[src/rtl/sat_counter.sv]
// Up-counter that sticks at all-ones instead of wrapping; cleared only by reset.
module sat_counter #(
  parameter int W = 8
) (
  input  logic         CLK,
  input  logic         RST,
  input  logic         inc,
  output logic [W-1:0] value
);

  logic [W-1:0] value_q;
  logic [W-1:0] value_d;

  always_comb begin
    value_d = value_q;
    if (inc && !(&value_q)) value_d = value_q + W'(1);
  end

  always_ff @(posedge CLK or posedge RST) begin
    if (RST) value_q <= '0;
    else     value_q <= value_d;
  end

  assign value = value_q;

endmodule

[config.mk]
export PLATFORM = sky130hd
export DESIGN_NAME = sat_counter
export DESIGN_NICKNAME = d
export VERILOG_FILES = /design/src/rtl/sat_counter.sv
export SDC_FILE = /design/constraint.sdc
export NUM_CORES = 1
export LEC_CHECK = 0
export CAP_MARGIN = 20
export CORE_AREA = 2 2 39 41
export CTS_CLUSTER_SIZE = 16
export DETAILED_ROUTE_END_ITERATION = 10
export DIE_AREA = 0 0 41 43
export PLACE_DENSITY_LB_ADDON = 0.05
export SYNTH_ARGS = -nofsm -noshare
export SYNTH_HDL_FRONTEND = slang
export SYNTH_SLANG_ARGS = --single-unit
export TNS_END_PERCENT = 100
[constraint.sdc]
create_clock -name CLK -period 2.5 [get_ports CLK]
set_input_delay 0.25 -clock CLK [delete_from_list [all_inputs] [get_ports CLK]]
set_output_delay 0.25 -clock CLK [all_outputs]
set_load 0.01 [all_outputs]
==> metrics.sh, run 1 <==
WIRE_LENGTH_OF_THE_FIRST_GLOBAL_ROUTING_PASS_MM=1.38
CRIT_FANOUT=7
ANTENNA-DIODE-COUNT=0
WIRE_PER_INST_UM=13.1
FINALCRITPERIODSHARE_PCT=62.7
LAYOUT-DRIVE-GT1-SHARE_PCT=20.8
FP.DIEAREA_MM2=0.00176
1ST_PASS_ROUTER_ITERATIONS=4
TIMING_WORST_SETUP_PATH_TYPE='reg -> out'
PLACEMENTROWS=14
POST-ROUTE-CELL-AREA_UM2=561
SETUP_VIOL=0
CTSROOTBUFFERMASTER='clkbuf_4'
SYNTHCELLS=35
POST_CTS_RESIZE_COUNT=0
WORST_EP_ARRIVAL_TIME_PS=1320
GRT_USE_TOTAL_PCT=12.0
POST_SYNTH.CELL_AREA_AVG_UM2=11.9
SYNTH_LARGEST_AREA_CELL='dfrtp_1'
POST_SYNTH_MAIN_AREA_CONTRIBUTORS='dfrtp_1 48%, xnor2_1 6.3%, a31oi_1 4.5%'
FLOORPLAN.IO_PINS=11
ACTUAL_SLEW_AT_THE_WORST_MAX_SLEW_PIN_PS=325
CLK_LATENCY_WORST_SKEW_PAIR_PS=260
SYNTH_COMPOUND_GATE_AREA_SHARE_PCT=10.8
SLEW-LIMIT-HEADROOM_PCT=78.3
FLOORPLAN.DIE.HEIGHT_UM=43
GP_CONGESTION=0.808
ROUTE.ANTENNA.REMAINING_NETS=0
YS_SEQ_ELEMENTS=8
GRT_REMAINING_OVERFLOW=0
SYNTH-ASYNC-RESET-RATIO_PCT=100
NUM_CTS_BUFFERS=3
OUTCOME='complete, no violations'
POST_SYNTH_MUX_AREA_SHARE_PCT=6.29
GRT_SETUP_UNREPAIRED='false'
NUM_VIAS=329
CTS.HOLD.BUFFERS_ADDED=0
FP.DIEW_UM=41
SYNTH.TOP_CELLS.BY_COUNT='8 x dfrtp_1, 3 x a31oi_1, 3 x xnor2_1'
TRITONCTS='built'
IRDROPWORSTVDD_mV=0.397
POWER_DENSITY_mW_PER_MM2=1150
HOLDWS_PS=243
GRT_MAX_DEGREE=9
SYN_TO_FINAL_GROWTH_PCT=34.1
POWER.LEAKAGE_uW=0.000226
DETAILEDPLACE.WORSTSLACK_PS=982
WORST_CLOCK_SKEW_ON_THE_FINAL_LAYOUT_PS=8.18
POST-ROUTE-DRC-COUNT=0
SYNTH_FP_NETS=39
COUNT_OF_FLIP_FLOPS_WITH_A_BUILT_IN_ENABLE_AFTER_SYNTHESIS=0
SETUP_TOTAL_NEGATIVE_SLACK_PS=0
INITIAL_UTILIZATION_PCT=30.2
CTS_SETUP_BUFFERS=0
H-TREE-DEPTH=1
SYNTH_MOST_COMMON_CELL='dfrtp_1'
PATH_CELLS='clkdlybuf4s50_1'
DETAIL_ROUTE.WIRELENGTH_UM=839
CTS.SINK_COUNT=8
TIMING.MAX_CAP.VIOLATIONS=0
POST-ROUTE-MIN-PERIOD_PS=1570
SETUP.WORST_PATH.START_CLASS='register'
PATH_CLK_SLEW_PS=60
SYNTH.YOSYS.WARNINGS=0
CRIT_SLOWEST_CELL='clkdlybuf4s50_1'
FMAX_MHz=638
VIOLATION_COUNT_AFTER_THE_FIRST_DETAILED_ROUTING_ITERATION=7
FINALHOLDVIOLATIONS=0
CRITICAL-PATH-TOP-DELAY-FAMILY='buffers and inverters'
P_TOTAL_uW=646
HOLD_PATH.CLASS='in -> async'
SYNTH_TOP_AREA_SHARE_PCT=47.9
MAIN_COMBINATIONAL_CELL_FAMILY_BY_AREA_AFTER_SYNTHESIS='simple AND/OR/NAND/NOR gates'
PLACED_AREA_UM2=538
IO_BUFFER_COUNT=10
CP.BUFFERS_INVERTERS=1
SYNTH_TOP_FLOP_CELL='dfrtp_1'
SYNTH_CELL_TYPES=23
CLOCKBUFFERDEPTH=2
CORE_REGION_AREA_MM2=0.00138
WORST_PATH_LARGEST_CELL_DELAY_PS=580
FIRST_GLOBAL_VIAS=321
POST-ROUTE-WORST-SETUP-SLACK_PS=932
SYNTH_FA_HA_AREA_SHARE_PCT=2.99
NETS=54
SYNTH_SEQUENTIAL_AREA_RATIO_PCT=47.9
GRT_ANTENNA_BEFORE_REPAIR=0
LARGEST_REGISTER_FF_COUNT=8
POST_SYNTH_INSTANCE_AREA_UM2=418
SLEW_VIOLATIONS=0
CRIT_PATH_END_KIND='output pin'
YOSYS.AREA_SHARE.SIMPLE_PCT=22.8
DP.FINAL_HPWL_UM=589
SYNTH_XOR_AREA_SHARE_PCT=8.38
WORSTPATHREQUIRED_PS=2250
DRT-VIAS-PER-INSTANCE=5.14
where the power goes:
group	internal (uW)	switching [uW]	total, uW
registers	187	86.1	273
clock network	55.2	47.7	103
logic	169	101	270
cell families after synthesis:
family / count (synthesis)
XOR/XNOR: 4
multiplexers: 2
adder cells (fa/ha/maj): 1
buffers and inverters: 1
AND/OR/NAND/NOR: 12
AO/OA/AOI/OAI: 7
flip-flops: 8
final timing paths:
kind / from / endpoint / slack [ps] / depth (start not counted)
worst max register to register: value[0]$_DFFE_PP0P_ / value[1]$_DFFE_PP0P_ / 1090 / 4
worst max-delay path: value[6]$_DFFE_PP0P_ / value[6] / 930 / 1
worst min register to register: value[0]$_DFFE_PP0P_ / value[0]$_DFFE_PP0P_ / 540 / 1
worst min-delay path: RST / value[5]$_DFFE_PP0P_ / 240 / 2
max in group asynchronous: RST / value[7]$_DFFE_PP0P_ / 2010 / 2
min in group CLK: value[0]$_DFFE_PP0P_ / value[0]$_DFFE_PP0P_ / 540 / 1
cells in the final DEF (no fill, tap or decap):
cell type         n
nand3_1           2
and4_1            1
nand4_1           1
inv_1             1
nand2b_1          1
and2_1            1
clkdlybuf4s50_1  10
o21ai_1           1
and3_4            1
o21ai_2           1
a21oi_1           1
clkbuf_4          3
xnor2_1           3
mux2_1            1
mux2_4            1
nor2_1            1
and4bb_2          1
dfrtp_1           8
ha_1              1
and2_2            1
a31oi_1           3
xor2_1            1
nand3_2           1
o211ai_1          1
nand4_2           1
metal layers:
metal / routed length (um) / track usage, % / vias up / part of all wire, %
li1: - / - / 159 / -
met1: 367 / 15.1 / 151 / 44
met2: 385 / 16.3 / 12 / 46
met3: 51 / 3.14 / 7 / 6.1
met4: 35 / 10.0 / 0 / 4.2
met5: 0 / 0 / - / 0
per-stage QoR:
stage               cells  utilization [%]
global placement       61             38.9
finish                 64             40.5
CTS                    64             40.5
global route           64             40.5
floorplan              35                -
detailed placement     61             38.9
cell type report:
cell class                      count  area, um^2
Inverter                            1        3.75
Fill cell                         141         823
Tap cell                           16        20.0
Sequential cell                     8         200
Timing Repair Buffer               10         100
Multi-Input combinational cell     26         214
Clock buffer                        3        22.5
worst register-to-register path, stage by stage (launching register included):
cell and delay (ps):
dfrtp_1 400, ha_1 230, nand3_1 150, o21ai_2 180
mux2_1 330
No activity file was read; power rests on OpenSTA's default activity.
==> inputs of run 2 (changes only) <==
- clock period: 2.5 -> 1.63 ns (I/O delays scaled with it)
==> run 2 against run 1 <==
  * Sequential share of layout area did not move
  * Largest power group unchanged
  * Critical path depth unchanged
  * First-iteration DRC count grew 57%
  * Sequential power rose by 52%
  * Combinational power grew 53%
  * Via count decreased by 0.30%
  * Wire length is 2.0% higher
  * Clock skew down 6.6 ps
  * Cell count stayed put
  * Power up 51%
==> metrics.sh, run 2 (same netlist as run 1, synthesis figures left out) <==
POWER.LEAKAGE_uW=0.000226
1ST_PASS_ROUTER_ITERATIONS=4
WORST_EP_ARRIVAL_TIME_PS=1300
CRIT_PATH_END_KIND='output pin'
FINALHOLDVIOLATIONS=0
SYN_TO_FINAL_GROWTH_PCT=34.1
POST_ROUTE_INSTS_NO_FILL=64
H-TREE-DEPTH=1
NUM_CTS_BUFFERS=3
FMAX_MHz=684
FLOORPLAN.IO_PINS=11
CP.BUFFERS_INVERTERS=1
VIOLATION_COUNT_AFTER_THE_FIRST_DETAILED_ROUTING_ITERATION=11
CRITICAL-PATH-TOP-DELAY-FAMILY='buffers and inverters'
HOLD_PATH.CLASS='in -> async'
CLOCKBUFFERDEPTH=2
FP.DIEAREA_MM2=0.00176
FP.DIEW_UM=41
POST_CTS_RESIZE_COUNT=0
NETS=54
WORST_CLOCK_SKEW_ON_THE_FINAL_LAYOUT_PS=1.56
IO_BUFFER_COUNT=10
CTS.HOLD.BUFFERS_ADDED=0
OUTCOME='complete, no violations'
CORE_REGION_AREA_MM2=0.00138
DRT-VIAS-PER-INSTANCE=5.13
LAYOUT-DRIVE-GT1-SHARE_PCT=20.8
POST-ROUTE-DRC-COUNT=0
SETUP_TOTAL_NEGATIVE_SLACK_PS=0
PLACED_AREA_UM2=538
POWER_DENSITY_mW_PER_MM2=1750
DPL.CELL_COUNT=61
NUM_VIAS=328
CRIT_SLOWEST_CELL='clkdlybuf4s50_1'
R2R_SLACK_PS=200
ACTUAL_SLEW_AT_THE_WORST_MAX_SLEW_PIN_PS=314
DETAIL_ROUTE.WIRELENGTH_UM=856
TIMING_WORST_SETUP_PATH_TYPE='reg -> out'
POST-ROUTE-MIN-PERIOD_PS=1460
PATH_CELLS='clkdlybuf4s50_1'
FIRST_GLOBAL_VIAS=313
PATH_CLK_SLEW_PS=50
POST-ROUTE-CELL-AREA_UM2=561
GRT_USE_TOTAL_PCT=11.9
CTSROOTBUFFERMASTER='clkbuf_4'
INITIAL_UTILIZATION_PCT=30.2
FLOORPLAN.DIE.HEIGHT_UM=43
ANTENNA-DIODE-COUNT=0
PLACEMENTROWS=14
GRT_ANTENNA_BEFORE_REPAIR=0
SETUP.WORST_PATH.START_CLASS='register'
FINAL_CELL_MIX='10 x clkdlybuf4s50_1, 8 x dfrtp_1, 3 x xnor2_1, 3 x a31oi_1, 3 x clkbuf_4'
LARGEST_REGISTER_FF_COUNT=8
FILLCELLCOUNT=144
SLEW-LIMIT-HEADROOM_PCT=79.0
CTS_SETUP_BUFFERS=0
CRITICAL_PATH.STARTPOINT='value[6]$_DFFE_PP0P_'
TRITONCTS='built'
GP_CONGESTION=0.781
SETUP_VIOL=0
WIRE_PER_INST_UM=13.4
WORST_PATH_LARGEST_CELL_DELAY_PS=580
LAYOUT.CORE_UTILIZATION_PCT=40.5
CLK_LATENCY_WORST_SKEW_PAIR_PS=250
P_TOTAL_uW=978
ROUTE.ANTENNA.REMAINING_NETS=0
RR_ENDPOINT='value[1]$_DFFE_PP0P_'
WORSTPATHREQUIRED_PS=1470
DP.FINAL_HPWL_UM=655
SLEW_VIOLATIONS=0
GRT_REMAINING_OVERFLOW=0
TIMING.MAX_CAP.VIOLATIONS=0
FINALCRITPERIODSHARE_PCT=89.6
CRIT_FANOUT=7
R2R_CELLS=4
GRT_SETUP_UNREPAIRED='false'
WIRE_LENGTH_OF_THE_FIRST_GLOBAL_ROUTING_PASS_MM=1.39
GRT_MAX_DEGREE=9
R2R_START='value[0]$_DFFE_PP0P_'
IRDROPWORSTVDD_mV=0.691
CTS.SINK_COUNT=8
LAYOUT.CELLS.MOST_COMMON='clkdlybuf4s50_1'
-- run 2: through the flow --
step | worst slack [ps] | hold WS (ps)
detailed placement | 185 | 440
global route | 88.6 | 210
global placement | 217 | 436
finish | 169 | 164
floorplan | 263 | -21.3
CTS | 152 | 181
-- run 2: final cells by class --
| cell class | count | area, um^2 | area share [%] |
|---|---|---|---|
| Timing Repair Buffer | 10 | 100 | 17.9 |
| Tap cell | 16 | 20.0 | 3.57 |
| Clock buffer | 3 | 22.5 | 4.02 |
| Multi-Input combinational cell | 26 | 214 | 38.2 |
| Inverter | 1 | 3.75 | 0.670 |
| Sequential cell | 8 | 200 | 35.7 |
-- run 2: power breakdown --
group | internal, uW | switching, uW | leakage [uW]
sequential | 287 | 130 | 0.0000989
combinational | 259 | 154 | 0.000113
clock | 84.1 | 64.6 | 0.0000138
total | 630 | 348 | 0.000226
-- run 2: per-layer routing --
layer / GRT usage (%) / vias to the layer above / wire length (um) / share of wire, %
met5: 0 / - / 0 / 0
li1: - / 157 / - / -
met1: 14.5 / 158 / 401 / 47
met4: 8.00 / 0 / 11 / 1.3
met3: 3.14 / 2 / 49 / 5.7
met2: 17.5 / 11 / 394 / 46
-- run 2: worst max-delay path by stage --
stage                            to  cells past startpoint  slack (ps)
5_1_grt                    value[6]                      1          90
4_1_cts                    value[6]                      1         150
3_5_place_dp   value[7]$_DFFE_PP0P_                      4         190
3_3_place_gp   value[7]$_DFFE_PP0P_                      4         220
6_report                   value[6]                      1         170
2_1_floorplan  value[1]$_DFFE_PP0P_                      4         260
